## src/rtl/cg_pkg.sv

```systemverilog
`default_nettype none
// ============================================================================
//  Package     : cg_pkg
//  Description : Shared types and constants for the conjugate-gradient
//                iteration sequencer: FSM state encoding, scalar width,
//                default convergence tolerance and a wait-state helper.
//  Revision    : 1.0 - initial release
// ============================================================================
package cg_pkg;

    localparam int          c_ELEMENT_WIDTH = 32;
    // IEEE-754 single-precision bit pattern of the default tolerance
    localparam logic [31:0] c_TOLERANCE     = 32'h283424DC;

    typedef enum logic [3:0] {
        S_IDLE   = 4'd0,
        S_RSOLD  = 4'd1,
        S_AP     = 4'd2,
        S_UPD_XR = 4'd3,
        S_RSNEW  = 4'd4,
        S_DIV2   = 4'd5,
        S_UPD_P  = 4'd6,
        S_DONE   = 4'd7,
        S_ERROR  = 4'd8
    } cg_state_t;

    // States that wait on a datapath finish flag (watchdog-guarded, busy)
    function automatic logic is_wait_state(input cg_state_t s);
        return (s == S_RSOLD) || (s == S_AP) || (s == S_UPD_XR) ||
               (s == S_RSNEW) || (s == S_DIV2) || (s == S_UPD_P);
    endfunction

endpackage
`default_nettype wire

```

## src/rtl/cg_iteration_sequencer_stage_watchdog.sv

```systemverilog
`default_nettype none
// ============================================================================
//  Module      : stage_watchdog
//  Description : Per-state cycle counter. Cleared on every state entry,
//                counts while enabled, and flags a hit on the TIMEOUT-th
//                consecutive enabled cycle.
//  Ports       : clk    - system clock
//                reset  - asynchronous, active-low reset
//                clear  - synchronous counter clear (state change)
//                enable - count this cycle (wait state active)
//                hit    - counter has reached TIMEOUT enabled cycles
//  Revision    : 1.0 - initial release
// ============================================================================
module stage_watchdog #(
    parameter int TIMEOUT = 4096
) (
    input  logic clk,
    input  logic reset,
    input  logic clear,
    input  logic enable,
    output logic hit
);

    localparam int c_CW = (TIMEOUT > 2) ? $clog2(TIMEOUT) : 1;

    logic [c_CW-1:0] r_count;

    // The count holds the number of completed cycles in the current state,
    // so the hit fires during the TIMEOUT-th cycle and the FSM leaves at the
    // edge closing that cycle.
    assign hit = enable && (r_count == c_CW'(TIMEOUT - 1));

    always_ff @(posedge clk or negedge reset) begin
        if (!reset) begin
            r_count <= '0;
        end else if (clear) begin
            r_count <= '0;
        end else if (enable && !hit) begin
            r_count <= r_count + 1'b1;
        end
    end

endmodule
`default_nettype wire

```

## src/rtl/cg_iteration_sequencer.sv

```systemverilog
`default_nettype none
// ============================================================================
//  Module      : cg_iteration_sequencer
//  Description : Conjugate-gradient control sequencer. Steps the ALU stages
//                in CG order (rs_old, Ap, x/r update, rs_new, div2, p update),
//                holds the rs_old/rs_new scalars, applies the convergence
//                tolerance and iteration limit, and guards every wait with
//                a watchdog.
//  Ports       : clk, reset (async, active-low)
//                start (level), abort (sync)
//                *_finish          - stage done flags
//                vxv1/vxv3_result  - r.r dot-product results
//                *_run             - level run enables (datapath reset = !run)
//                div2_start        - single-cycle pulse on DIV2 entry
//                rs_old, rs_new    - latched scalars (div2 operands)
//                iter_count        - completed iterations
//                busy, done, converged, error - status
//  Revision    : 1.0 - initial release
// ============================================================================
module cg_iteration_sequencer
    import cg_pkg::*;
#(
    parameter int                       ELEMENT_WIDTH = c_ELEMENT_WIDTH,
    parameter logic [ELEMENT_WIDTH-1:0] TOLERANCE     = c_TOLERANCE,
    parameter int                       MAX_ITER      = 16,
    parameter int                       ITER_WIDTH    = 16,
    parameter int                       TIMEOUT       = 4096
) (
    input  logic                     clk,
    input  logic                     reset,
    input  logic                     start,
    input  logic                     abort,
    input  logic                     vxv1_finish,
    input  logic                     vxv3_finish,
    input  logic                     div1_finish,
    input  logic                     div2_finish,
    input  logic                     mul_add1_finish,
    input  logic                     mul_add2_finish,
    input  logic                     mul_add3_finish,
    input  logic [ELEMENT_WIDTH-1:0] vxv1_result,
    input  logic [ELEMENT_WIDTH-1:0] vxv3_result,
    output logic                     vxv1_run,
    output logic                     mxv_run,
    output logic                     upd_xr_run,
    output logic                     vxv3_run,
    output logic                     upd_p_run,
    output logic                     div2_start,
    output logic [ELEMENT_WIDTH-1:0] rs_old,
    output logic [ELEMENT_WIDTH-1:0] rs_new,
    output logic [ITER_WIDTH-1:0]    iter_count,
    output logic                     busy,
    output logic                     done,
    output logic                     converged,
    output logic                     error
);

    cg_state_t r_state;
    cg_state_t w_state_nxt;

    logic r_ma1_seen, r_ma2_seen;
    logic w_ma1_any,  w_ma2_any;
    logic w_wd_hit, w_wd_clear, w_wd_enable;

    logic w_ld_rs_old_vxv, w_ld_rs_old_new, w_ld_rs_new;
    logic w_iter_clr, w_iter_step, w_status_clr, w_set_conv, w_flags_clr;

    logic [ITER_WIDTH-1:0] w_iter_inc;

    logic                     r_vxv1_run, r_mxv_run, r_upd_xr_run, r_vxv3_run, r_upd_p_run;
    logic                     r_div2_start, r_busy, r_done, r_converged, r_error;
    logic [ELEMENT_WIDTH-1:0] r_rs_old, r_rs_new;
    logic [ITER_WIDTH-1:0]    r_iter;

    assign w_iter_inc = r_iter + 1'b1;

    // Sticky flag OR the live flag, so simultaneous or out-of-order
    // arrivals both release UPD_XR on the edge of the later one.
    assign w_ma1_any = r_ma1_seen | mul_add1_finish;
    assign w_ma2_any = r_ma2_seen | mul_add2_finish;

    assign w_wd_clear  = (w_state_nxt != r_state);
    assign w_wd_enable = is_wait_state(r_state);

    stage_watchdog #(
        .TIMEOUT (TIMEOUT)
    ) u_watchdog (
        .clk    (clk),
        .reset  (reset),
        .clear  (w_wd_clear),
        .enable (w_wd_enable),
        .hit    (w_wd_hit)
    );

    always_ff @(posedge clk or negedge reset) begin
        if (!reset) begin
            r_state <= S_IDLE;
        end else begin
            r_state <= w_state_nxt;
        end
    end

    // Next state plus datapath load strobes. A finish flag wins over a
    // watchdog hit in the same cycle; abort wins over everything.
    always_comb begin
        w_state_nxt     = r_state;
        w_ld_rs_old_vxv = 1'b0;
        w_ld_rs_old_new = 1'b0;
        w_ld_rs_new     = 1'b0;
        w_iter_clr      = 1'b0;
        w_iter_step     = 1'b0;
        w_status_clr    = 1'b0;
        w_set_conv      = 1'b0;
        w_flags_clr     = 1'b0;
        if (abort) begin
            w_state_nxt = S_IDLE;
            w_flags_clr = 1'b1;
        end else begin
            case (r_state)
                S_IDLE: begin
                    if (start) begin
                        w_state_nxt  = S_RSOLD;
                        w_iter_clr   = 1'b1;
                        w_status_clr = 1'b1;
                    end
                end
                S_RSOLD: begin
                    if (vxv1_finish) begin
                        w_ld_rs_old_vxv = 1'b1;
                        w_state_nxt     = S_AP;
                    end else if (w_wd_hit) begin
                        w_state_nxt = S_ERROR;
                    end
                end
                S_AP: begin
                    if (div1_finish)   w_state_nxt = S_UPD_XR;
                    else if (w_wd_hit) w_state_nxt = S_ERROR;
                end
                S_UPD_XR: begin
                    if (w_ma1_any && w_ma2_any) begin
                        w_state_nxt = S_RSNEW;
                        w_flags_clr = 1'b1;
                    end else if (w_wd_hit) begin
                        w_state_nxt = S_ERROR;
                        w_flags_clr = 1'b1;
                    end
                end
                S_RSNEW: begin
                    if (vxv3_finish) begin
                        w_ld_rs_new = 1'b1;
                        if (vxv3_result <= TOLERANCE) begin
                            w_state_nxt = S_DONE;
                            w_set_conv  = 1'b1;
                        end else if (w_iter_inc == ITER_WIDTH'(MAX_ITER)) begin
                            w_state_nxt = S_DONE;
                            w_iter_step = 1'b1;
                        end else begin
                            w_state_nxt = S_DIV2;
                        end
                    end else if (w_wd_hit) begin
                        w_state_nxt = S_ERROR;
                    end
                end
                S_DIV2: begin
                    if (div2_finish)   w_state_nxt = S_UPD_P;
                    else if (w_wd_hit) w_state_nxt = S_ERROR;
                end
                S_UPD_P: begin
                    if (mul_add3_finish) begin
                        w_ld_rs_old_new = 1'b1;
                        w_iter_step     = 1'b1;
                        w_state_nxt     = S_AP;
                    end else if (w_wd_hit) begin
                        w_state_nxt = S_ERROR;
                    end
                end
                S_DONE: begin
                    if (!start) w_state_nxt = S_IDLE;
                end
                S_ERROR: begin
                    if (!start) w_state_nxt = S_IDLE;
                end
                default: w_state_nxt = S_IDLE;
            endcase
        end
    end

    // Outputs are decoded from the next state so each run is high in the
    // first cycle of its state, with no idle gap between stages.
    always_ff @(posedge clk or negedge reset) begin
        if (!reset) begin
            r_vxv1_run   <= 1'b0;
            r_mxv_run    <= 1'b0;
            r_upd_xr_run <= 1'b0;
            r_vxv3_run   <= 1'b0;
            r_upd_p_run  <= 1'b0;
            r_div2_start <= 1'b0;
            r_busy       <= 1'b0;
            r_done       <= 1'b0;
            r_converged  <= 1'b0;
            r_error      <= 1'b0;
            r_rs_old     <= '0;
            r_rs_new     <= '0;
            r_iter       <= '0;
            r_ma1_seen   <= 1'b0;
            r_ma2_seen   <= 1'b0;
        end else begin
            r_vxv1_run   <= (w_state_nxt == S_RSOLD);
            r_mxv_run    <= (w_state_nxt == S_AP);
            r_upd_xr_run <= (w_state_nxt == S_UPD_XR);
            r_vxv3_run   <= (w_state_nxt == S_RSNEW);
            r_upd_p_run  <= (w_state_nxt == S_UPD_P);
            r_div2_start <= (w_state_nxt == S_DIV2) && (r_state != S_DIV2);
            r_busy       <= is_wait_state(w_state_nxt);

            // Status bits are sticky through IDLE until the next start
            if (w_status_clr) begin
                r_done      <= 1'b0;
                r_converged <= 1'b0;
                r_error     <= 1'b0;
            end else begin
                if (w_state_nxt == S_DONE)  r_done      <= 1'b1;
                if (w_set_conv)             r_converged <= 1'b1;
                if (w_state_nxt == S_ERROR) r_error     <= 1'b1;
            end

            if (w_ld_rs_old_vxv)      r_rs_old <= vxv1_result;
            else if (w_ld_rs_old_new) r_rs_old <= r_rs_new;
            if (w_ld_rs_new)          r_rs_new <= vxv3_result;

            if (w_iter_clr)       r_iter <= '0;
            else if (w_iter_step) r_iter <= w_iter_inc;

            if (w_flags_clr) begin
                r_ma1_seen <= 1'b0;
                r_ma2_seen <= 1'b0;
            end else if (r_state == S_UPD_XR) begin
                if (mul_add1_finish) r_ma1_seen <= 1'b1;
                if (mul_add2_finish) r_ma2_seen <= 1'b1;
            end
        end
    end

    assign vxv1_run   = r_vxv1_run;
    assign mxv_run    = r_mxv_run;
    assign upd_xr_run = r_upd_xr_run;
    assign vxv3_run   = r_vxv3_run;
    assign upd_p_run  = r_upd_p_run;
    assign div2_start = r_div2_start;
    assign rs_old     = r_rs_old;
    assign rs_new     = r_rs_new;
    assign iter_count = r_iter;
    assign busy       = r_busy;
    assign done       = r_done;
    assign converged  = r_converged;
    assign error      = r_error;

endmodule
`default_nettype wire

```

## config.mk

```make
export PLATFORM = sky130hd
export DESIGN_NAME = cg_iteration_sequencer
export DESIGN_NICKNAME = d
export VERILOG_FILES = /design/src/rtl/cg_pkg.sv /design/src/rtl/cg_iteration_sequencer_stage_watchdog.sv /design/src/rtl/cg_iteration_sequencer.sv
export SDC_FILE = /design/constraint.sdc
export NUM_CORES = 1
export LEC_CHECK = 0
export CAP_MARGIN = 30
export CORE_UTILIZATION = 39
export DETAILED_ROUTE_END_ITERATION = 12
export PLACE_DENSITY = 0.78
export SETUP_SLACK_MARGIN = 0.15
export SYNTH_ARGS = -nofsm -noshare
export SYNTH_HDL_FRONTEND = slang
export SYNTH_SLANG_ARGS = --single-unit
```

## constraint.sdc

```tcl
create_clock -name clk -period 3.05 [get_ports clk]
set_input_delay 0.305 -clock clk [delete_from_list [all_inputs] [get_ports clk]]
set_output_delay 0.305 -clock clk [all_outputs]
set_load 0.01 [all_outputs]
```

==> metrics.csv <==
stage,metric,value,unit
status,status,"finished, violations left",
status,failing checks,negative hold slack,
routing,Routed Wire Length,15690,um
routing,Starting DRT DRC Count,232,
pwr,switching power,1.624,mW
worst_hold_path,HP Class,in -> async,
layout,proportion of layout cells with a drive suffix above 1,0.1266,
critical_path,Worst Path Required,3.32,ns
routing,met3 routed WL,1339,um
synth,Ys Warns,0,
clock_tree,root buffer cell,clkbuf_16,
synth,Syn Area/Cell,10.29,um^2
placement,IO Port Bufs,164,
global_routing,grt total ovfl,0,
clock_tree,"Clk Latency, worst-skew pair",0.36,ns
synth,post-synthesis sequential area ratio,0.4631,
sta,setup TNS,0,ns
sta,Final min period,2.648,ns
layout,fin util,0.5402,
global_routing,Tot GR Track Use,0.2072,
sta,worst-margin pin slew,0.8535,ns
global_routing,largest net degree at the start of global routing,65,
synth,number of synthesized register bits,108,
synth,Post-Syn Area,5836,um^2
sta,Final period util,0.8680,
run,maxcap violations,0,
sta,RSZ-0062 raised after global routing,false,
critical_path,Crit. End Element,flop,
layout,most frequent cells in the layout,"clkdlybuf4s50_1 (163), dfrtp_1 (108), nor2_1 (74)",
pwr,Combinational Power Share,0.367,
placement,GPL Wtd Cong,0.8712,
routing,DR vias,4964,
placement,Placed Area,7592,um^2
global_routing,vias in the first global route,5013,
die,die width,124.3,um
layout,nets,792,
clock_tree,CTS H-tree lvls,3,
clock_tree,cts hold-fix bufs,0,
clock_tree,Num CTS Buffers,9,
routing,Post-Route M1 WL,6271,um
global_routing,first-pass GRT wire length,25600,um
layout,Antenna Cells,0,
routing,iteration count of the initial detailed-routing pass,5,
routing,uppermost layer routed,met4,
pwr,maximum vdd drop,468.1,uV
critical_path,Setup CP Type,reg -> reg,
sta,max-slew violations,0,
sta,Max-Slew Margin vs Limit,0.4310,
die,die area,15460,um^2
clock_tree,CTS resizes,0,
pwr,Sw Share,0.3265,
synth,post-synthesis async set-or-reset flop share,1.000,
critical_path,CP Max Fanout,8,
pwr,sequential group share of total power,0.402,
layout,fillcell total,1234,
clock_tree,TritonCTS clock tree,yes,
die,number of cell rows,44,
die,core area,14590,um^2
routing,Post-route DRC,0,
placement,DP Wirelength,11300,um
pwr,Clk network pwr share,0.231,
clock_tree,clk sinks,108,
critical_path,CP startpoint kind,flop,
die,Initial Util,0.4000,
layout,synthesis-to-finish area growth,35.06,%
routing,Met2 Wirelength,7863,um
layout,post-route cell area,7881,um^2
clock_tree,Setup Buffers After CTS,0,
sta,fmax,377.7,MHz
pwr,Power Density,631.2,nW/um^2
synth,ys flop type,dfrtp_1,
synth,Yosys cell types,76,
clock_tree,clock slew seen by the registers of the worst setup and hold paths,0.08,ns
layout,"most common cell after layout, fill and taps aside",clkdlybuf4s50_1,
clock_tree,clock buffer depth,2,
pwr,Overall Power,4.975,mW
placement,Placed Instances,887,
routing,drt via density,5.497,
sta,Final Hold Fails,24,
sta,Final Setup Violations,0,
synth,Mapped Nets,645,
synth,Post-synth EDFFs,0,
sta,clk_skew,0.009956,ns
pwr,Int Power,3.351,mW
sta,hold slack,-0.02387,ns
routing,Routed WL per cell,17.37,um
pwr,Pleak,3.533,nW
layout,final non-filler cell total,903,
die,Die Ht,124.3,um
critical_path,WP data arrival,2.92,ns
global_routing,antenna violations before repair,0,
die,IO Pins,165,
routing,Routed Antenna Nets,0,
synth,Syn Inst Count,567,
==> cells in the mapped netlist, drive strengths merged (5+ instances only) <==
master  instances  area [um^2]
buf            23        151.4
inv             5        18.76
mux2i          41        410.4
mux2           33        371.6
clkbuf         17        63.81
xnor2          12        105.1
or3             6        37.54
nand2          35        131.4
o211ai          5        37.54
dfrtp         108         2703
and3            8        55.05
a21oi          40        200.2
nor3           12        70.07
o21ai          14        70.07
nor4            5        58.80
nor2b           6        37.54
nand4          14        102.6
nor2           77        296.5
nand3          22        115.1
xor2            9        78.83
==> metrics by stage <==
step | setup slack (ns) | hold WS (ns)
2_1_floorplan | 0.6439 | 0.009409
3_3_place_gp | 0.1554 | 0.3731
3_5_place_dp | 0.08694 | 0.3886
4_1_cts | 0.2976 | 0.001875
5_1_grt | 0.1753 | 0.03247
6_report | 0.4025 | -0.02387
==> power groups by stage <==
| stage | Sequential, mW | Combinational (mW) | Clock, mW |
|---|---|---|---|
| 4_1_cts | 2.00 | 1.83 | 1.18 |
| 3_5_place_dp | 2.02 | 1.82 | 0 |
| 2_1_floorplan | 2.10 | 0.776 | 0 |
| 5_1_grt | 2.04 | 1.97 | 1.24 |
| 6_report | 2.00 | 1.82 | 1.15 |
| 3_3_place_gp | 2.00 | 1.78 | 0 |
==> state kept, by name, indices dropped and copies added, names as in the netlist, 4 cells and up <==
name,cells
r_state,4
u_watchdog.r_count,12
rs_new,32
iter_count,16
rs_old,32
==> worst max-delay path, cell delays in order (launching register included) <==
cell and delay [ns]:
dfrtp_1 0.51, ha_2 0.33, nor2_1 0.08, or3b_2 0.45
a2111oi_0 0.35, and3_1 0.25, a21o_1 0.36, mux2i_1 0.23
==> kinds of logic after synthesis <==
family,share of synthesized area
AOI/OAI and AO/OA,0.1147
xor gates and xnor gates,0.03152
adders and majority gates,0.006433
buffers and inverters,0.04009
DFF,0.4631
muxes,0.1340
and+or+nand+nor,0.2101
==> per-layer routing <==
metal,global-route usage,vias to the layer above
met1,0.2406,2366
met5,0,-
met3,0.08076,21
li1,-,2352
met4,0.05741,0
met2,0.3533,225
==> final timing paths <==
path	start	end	slack (ns)	depth (start not counted)
max	iter_count[0]$_DFFE_PN0P_	iter_count[3]$_DFFE_PN0P_	0.40	7
min	reset	upd_xr_run$_DFF_PN0_	-0.02	1
max reg2reg	iter_count[0]$_DFFE_PN0P_	iter_count[3]$_DFFE_PN0P_	0.40	7
min reg2reg	r_ma1_seen$_DFFE_PN0P_	r_ma1_seen$_DFFE_PN0P_	0.52	2
max in group asynchronous	reset	rs_old[30]$_DFFE_PN0P_	2.28	2
min in group clk	r_ma1_seen$_DFFE_PN0P_	r_ma1_seen$_DFFE_PN0P_	0.52	2
==> cell type report <==
cell class	count	area (um^2)	area share
clock inverter	5	43.79	0.005556
multi-input combinational	414	2902	0.3682
clock buffer	11	242.7	0.03080
timing repair buffer	176	1742	0.2210
inverter	5	18.77	0.002381
tap	184	230.2	0.02921
sequential	108	2703	0.3429
Power figures use the tool's default switching activity.
